## config.mk

```make
export PLATFORM = sky130hd
export DESIGN_NAME = multi_rate_tick_gen
export DESIGN_NICKNAME = d
export VERILOG_FILES = /design/src/rtl/multi_rate_tick_gen.sv
export SDC_FILE = /design/constraint.sdc
export NUM_CORES = 1
export LEC_CHECK = 0
export CORE_MARGIN = 10
export CORE_UTILIZATION = 63
export CTS_CLUSTER_SIZE = 30
export DETAILED_ROUTE_END_ITERATION = 10
export PLACE_DENSITY = 0.81
export SLEW_MARGIN = 20
export SYNTH_ARGS = -nofsm -noshare
export SYNTH_HDL_FRONTEND = slang
export SYNTH_SLANG_ARGS = --single-unit
```

## constraint.sdc

```tcl
create_clock -name clock -period 5.2 [get_ports clock]
set_input_delay 1.56 -clock clock [delete_from_list [all_inputs] [get_ports clock]]
set_output_delay 1.56 -clock clock [all_outputs]
set_load 0.05 [all_outputs]
```

## src/rtl/multi_rate_tick_gen.sv

```systemverilog
// ---------------------------------------------------------------------------
// multi_rate_tick_gen
//
// Generates N_CH independent single-cycle clock-enable ticks from the system
// clock. Downstream logic gates on tick[c] instead of being clocked from a
// divided net, so the whole design stays in the single `clock` domain.
//
// Each channel owns a counter, an active divisor, a shadow divisor and a
// pending flag. A newly loaded divisor waits in the shadow register until the
// current period wraps, so no period is ever cut short or stretched.
// A divisor of 0 behaves as 1.
//
// Parameters:
//   N_CH        number of tick channels (1..8)
//   CH_W        width of the channel select (2**CH_W >= N_CH)
//   DIV_W       divisor / counter width
//   DEFAULT_DIV divisor every channel takes on reset
//
// Ports:
//   clock     system clock
//   reset     synchronous, active-high initialisation
//   run       global count enable (0: counters hold, no ticks)
//   ch_en     per-channel enable (0: counter cleared, pending divisor applied)
//   sync      one-cycle pulse that zeroes all counters
//   load      one-cycle divisor write strobe
//   load_ch   channel addressed by load (values >= N_CH are ignored)
//   load_div  new divisor value
//   tick      registered one-cycle pulse per channel period
//   square    50% duty toggle per channel, period 2*D
//             (only when TICKGEN_SQUARE_EN is defined)
//
// Optional feature macro: TICKGEN_SQUARE_EN
// ---------------------------------------------------------------------------
module multi_rate_tick_gen #(
  parameter int N_CH        = 4,
  parameter int CH_W        = 2,
  parameter int DIV_W       = 24,
  parameter int DEFAULT_DIV = 10_000_000
) (
  input  logic              clock,
  input  logic              reset,
  input  logic              run,
  input  logic [N_CH-1:0]   ch_en,
  input  logic              sync,
  input  logic              load,
  input  logic [CH_W-1:0]   load_ch,
  input  logic [DIV_W-1:0]  load_div,
  output logic [N_CH-1:0]   tick
`ifdef TICKGEN_SQUARE_EN
  ,
  output logic [N_CH-1:0]   square
`endif
);

  logic [N_CH-1:0][DIV_W-1:0] cnt_q, cnt_d;
  logic [N_CH-1:0][DIV_W-1:0] div_q, div_d;
  logic [N_CH-1:0][DIV_W-1:0] shd_q, shd_d;
  logic [N_CH-1:0]            pend_q, pend_d;
  logic [N_CH-1:0]            tick_q, tick_d;
`ifdef TICKGEN_SQUARE_EN
  logic [N_CH-1:0]            sq_q, sq_d;
`endif

  logic [N_CH-1:0][DIV_W-1:0] last_cnt;
  logic [N_CH-1:0]            at_last;

  // Terminal count per channel is D-1 with D = max(div, 1), so a zero
  // divisor wraps every cycle exactly like a divisor of one.
  always_comb begin
    last_cnt = '0;
    at_last  = '0;
    for (int c = 0; c < N_CH; c++) begin
      last_cnt[c] = (div_q[c] == '0) ? '0 : div_q[c] - DIV_W'(1);
      at_last[c]  = (cnt_q[c] == last_cnt[c]);
    end
  end

  // Per-channel next state. Priority is sync, then channel disable, then
  // the global run hold, then normal counting. The shadow write from a load
  // is evaluated after the channel update, so a load that lands on a wrap
  // or disable edge stays pending for the next period instead of being lost.
  always_comb begin
    cnt_d  = cnt_q;
    div_d  = div_q;
    shd_d  = shd_q;
    pend_d = pend_q;
    tick_d = '0;
`ifdef TICKGEN_SQUARE_EN
    sq_d   = sq_q;
`endif
    for (int c = 0; c < N_CH; c++) begin
      if (sync) begin
        cnt_d[c] = '0;
      end else if (!ch_en[c]) begin
        cnt_d[c] = '0;
        if (pend_q[c]) begin
          div_d[c]  = shd_q[c];
          pend_d[c] = 1'b0;
        end
      end else if (!run) begin
        cnt_d[c] = cnt_q[c];
      end else if (at_last[c]) begin
        cnt_d[c]  = '0;
        tick_d[c] = 1'b1;
`ifdef TICKGEN_SQUARE_EN
        sq_d[c]   = ~sq_q[c];
`endif
        if (pend_q[c]) begin
          div_d[c]  = shd_q[c];
          pend_d[c] = 1'b0;
        end
      end else begin
        cnt_d[c] = cnt_q[c] + DIV_W'(1);
      end

      if (load && (load_ch == CH_W'(c))) begin
        shd_d[c]  = load_div;
        pend_d[c] = 1'b1;
      end
    end
  end

  // State registers with synchronous reset; a load coinciding with reset is
  // discarded because reset takes the whole register set.
  always_ff @(posedge clock) begin
    if (reset) begin
      cnt_q  <= '0;
      div_q  <= {N_CH{DIV_W'(DEFAULT_DIV)}};
      shd_q  <= {N_CH{DIV_W'(DEFAULT_DIV)}};
      pend_q <= '0;
      tick_q <= '0;
`ifdef TICKGEN_SQUARE_EN
      sq_q   <= '0;
`endif
    end else begin
      cnt_q  <= cnt_d;
      div_q  <= div_d;
      shd_q  <= shd_d;
      pend_q <= pend_d;
      tick_q <= tick_d;
`ifdef TICKGEN_SQUARE_EN
      sq_q   <= sq_d;
`endif
    end
  end

  assign tick = tick_q;
`ifdef TICKGEN_SQUARE_EN
  assign square = sq_q;
`endif

endmodule

```

==> metrics.txt <==
outcome complete, no violations; RSZ-0062 raised after global routing no; register area share after synthesis 36.5%; CTS tree done; most used flip-flop cell after synthesis sky130_fd_sc_hd__dfxtp_1; CTS-repair resized insts 0; number of endpoints with negative hold slack in the final report 0; drt via density 6.15; share of power burned in registers 46.9%; post-layout net count 2,051; Area after DPL 16,700 um^2; vias in the first global route 13,600; Crit Path Max Fanout 24; Post-Synthesis Cells 2,043; dpl hpwl 29,800 um; startpoint of the most critical setup path div_q[88]; maximum number of pins on one net before global-route repair 123; transition time at the pin with the least slew margin 973 ps; buffer count from post-CTS setup fixing 0; TritonCTS buffer count 30; routed wl met2 19,400 um; Crit path required time 5680 ps; worst path setup slack after routing 967 ps; layout cells sized above 1 5.81%; mean area per synthesized cell 7.96 um^2; Yosys Warn Count 0; area of all placed cells without fillers 17,800 um^2; Cell Rows 58; startpoint of the most critical hold path shd_q[49]; final critical-path share of the clock period 81.4%; number of search-and-repair iterations in the first detailed-routing pass 5; die extent in y 181 um; global-route usage over all layers 24.4%; Worst IR Drop VDD 0.342 mV; Max-cap violations 0; met3 WL post-DR 2870 um; Cell Area, Synth 16,300 um^2; Internal Pwr Total 3.89 mW; vias post-DR 14,500; core region area 25,300 um^2; most numerous cell in the Yosys netlist sky130_fd_sc_hd__dfxtp_1; worst hold-check path type reg2reg; P_sw 1.07 mW; async set-or-reset flop fraction in the synthesized netlist 0%; register area 5930 um^2; leakage power 5.95 nW; Highest Signal Layer met4; final critical path time including I/O delays and setup 4230 ps; area taken by multi-input logic gates 9730 um^2; portion of synthesized cell area occupied by the leading cell type 36.5%; total gr overflow 0; number of nets produced by synthesis 2,086; Starting Density 64.4%; number of distinct standard cells referenced by the synthesized netlist 80; cell taking the most area after synthesis sky130_fd_sc_hd__dfxtp_1; post-detailed-routing wire length 42,100 um; setup skew after layout 12.0 ps; synthesis-to-finish area growth 9.66%; WL met1 18,800 um; type of element capturing the critical path register; power density over the cells 278 nW/um^2; endpoint arrival time on the critical path 4710 ps; number of synthesized flops with an enable pin 0; final total negative setup slack 0 ps; final weighted congestion in routability-driven placement 0.970; Clock H-tree levels 1; number of hold buffers added after CTS 0; clock latency at the later pin of the worst-skew pair 570 ps; first-pass GRT wire length 68,300 um; cell types with the largest area share after synthesis sky130_fd_sc_hd__dfxtp_1, sky130_fd_sc_hd__nand2_1, sky130_fd_sc_hd__nor2_1; Layout Utilization 70.6%; Root Buffer Master sky130_fd_sc_hd__clkbuf_16; clock sinks 296; switch share 21.6%; classification of the worst setup path reg2reg; buffers from clock root to sink, at most 3; number of DRC markers in iteration 0 1,528; area enclosed by the die boundary 32,600 um^2; headroom to the max-slew limit 35.0%; number of slew-limit violations in the final report 0; DP Worst Slack 1060 ps; top cells by count, synth sky130_fd_sc_hd__dfxtp_1, sky130_fd_sc_hd__nand2_1, sky130_fd_sc_hd__nor2_1; Boundary Pins 39; clock transition at the registers of the reported paths 60 ps; quantity of I/O buffers inserted on ports 38; Yosys reg bits 296; hold_ws 449 ps; initial antenna violation count 1; critical path startpoint category register; logic gate share of total power 4.7%; number of filler instances in the final layout 2,045; width of the die 181 um; ANT nets after route 0; setup violation total in the final timing report 0; WL per Instance 17.8 um; clock share of power 48.5%; DRC violation count after routing 0; Peak Freq 236 MHz; r2r startpoint div_q[88]
## final timing paths
path / to / slack [ps] / depth (start not counted)
max: div_q[82] / 970 / 11
max reg2reg: div_q[82] / 970 / 11
min: shd_q[49] / 450 / 2
min reg2reg: shd_q[49] / 450 / 2
## critical path: stages, from the launching register on
cell	delay, ps
sky130_fd_sc_hd__dfxtp_1	370
sky130_fd_sc_hd__or4_1	630
sky130_fd_sc_hd__nor3b_1	560
sky130_fd_sc_hd__nand3_1	480
sky130_fd_sc_hd__a21o_1	280
sky130_fd_sc_hd__a221oi_1	280
sky130_fd_sc_hd__nand4_1	140
sky130_fd_sc_hd__nor4_2	390
sky130_fd_sc_hd__nand3_2	200
sky130_fd_sc_hd__a21oi_4	170
sky130_fd_sc_hd__buf_4	390
sky130_fd_sc_hd__mux2i_1	270
## routing by layer
metal	vias up	track usage, %
met5	-	0
met4	0	6.23
met3	69	3.43
met2	452	40.0
met1	6942	32.9
li1	7061	-
## layout make-up
class / instances / area share (%)
antenna: 1 / 0.0140
clock buffer: 41 / 4.84
clock inverter: 14 / 1.40
inverter: 24 / 0.505
multi-input combinational: 1595 / 54.6
sequential: 296 / 33.2
tap: 330 / 2.32
timing repair buffer: 61 / 3.11
## sequential cells by signal (all words and copies together) (netlist names)
name	cells
tick	4
pend_q	4
cnt_q	96
div_q	96
shd_q	96
## stage by stage
step	cells	power (mW)
6_report	2362	4.96
5_1_grt	2361	5.10
4_1_cts	2361	4.98
3_5_place_dp	2306	2.60
3_3_place_gp	2306	2.60
2_1_floorplan	2043	2.51
## layout by cell type (no fill, tap or decap), types with 17 or more instances in the layout
cell type,count
sky130_fd_sc_hd__mux2i_1,73
sky130_fd_sc_hd__buf_4,23
sky130_fd_sc_hd__xnor2_1,95
sky130_fd_sc_hd__nand4_1,42
sky130_fd_sc_hd__nand2_1,292
sky130_fd_sc_hd__inv_1,24
sky130_fd_sc_hd__dfxtp_1,296
sky130_fd_sc_hd__xor2_1,94
sky130_fd_sc_hd__and3_1,29
sky130_fd_sc_hd__a21oi_1,115
sky130_fd_sc_hd__nand2b_1,77
sky130_fd_sc_hd__nand3_1,56
sky130_fd_sc_hd__or4_1,25
sky130_fd_sc_hd__clkbuf_16,31
sky130_fd_sc_hd__clkdlybuf4s50_1,37
sky130_fd_sc_hd__o21ai_0,43
sky130_fd_sc_hd__or3_1,25
sky130_fd_sc_hd__nand3b_1,39
sky130_fd_sc_hd__nor2_1,244
sky130_fd_sc_hd__nor4_1,40
sky130_fd_sc_hd__o31ai_1,17
sky130_fd_sc_hd__nor3_1,59
## logic make-up after synthesis
group / after synthesis / share of synthesized area, %
AND/OR/NAND/NOR: 1022 / 31.8
flip-flops: 296 / 36.5
AO/OA/AOI/OAI: 293 / 11.6
XOR/XNOR: 193 / 10.7
buffers and inverters: 152 / 3.83
multiplexers: 79 / 4.91
adder cells (fa/ha/maj): 8 / 0.616
## power groups by stage
stage,Sequential [mW],Combinational [mW],Clock [mW]
2_1_floorplan,2.37,0.140,0
3_3_place_gp,2.37,0.222,0
3_5_place_dp,2.37,0.226,0
4_1_cts,2.32,0.228,2.43
5_1_grt,2.33,0.251,2.52
6_report,2.33,0.231,2.41
No activity file was read; power rests on OpenSTA's default activity.
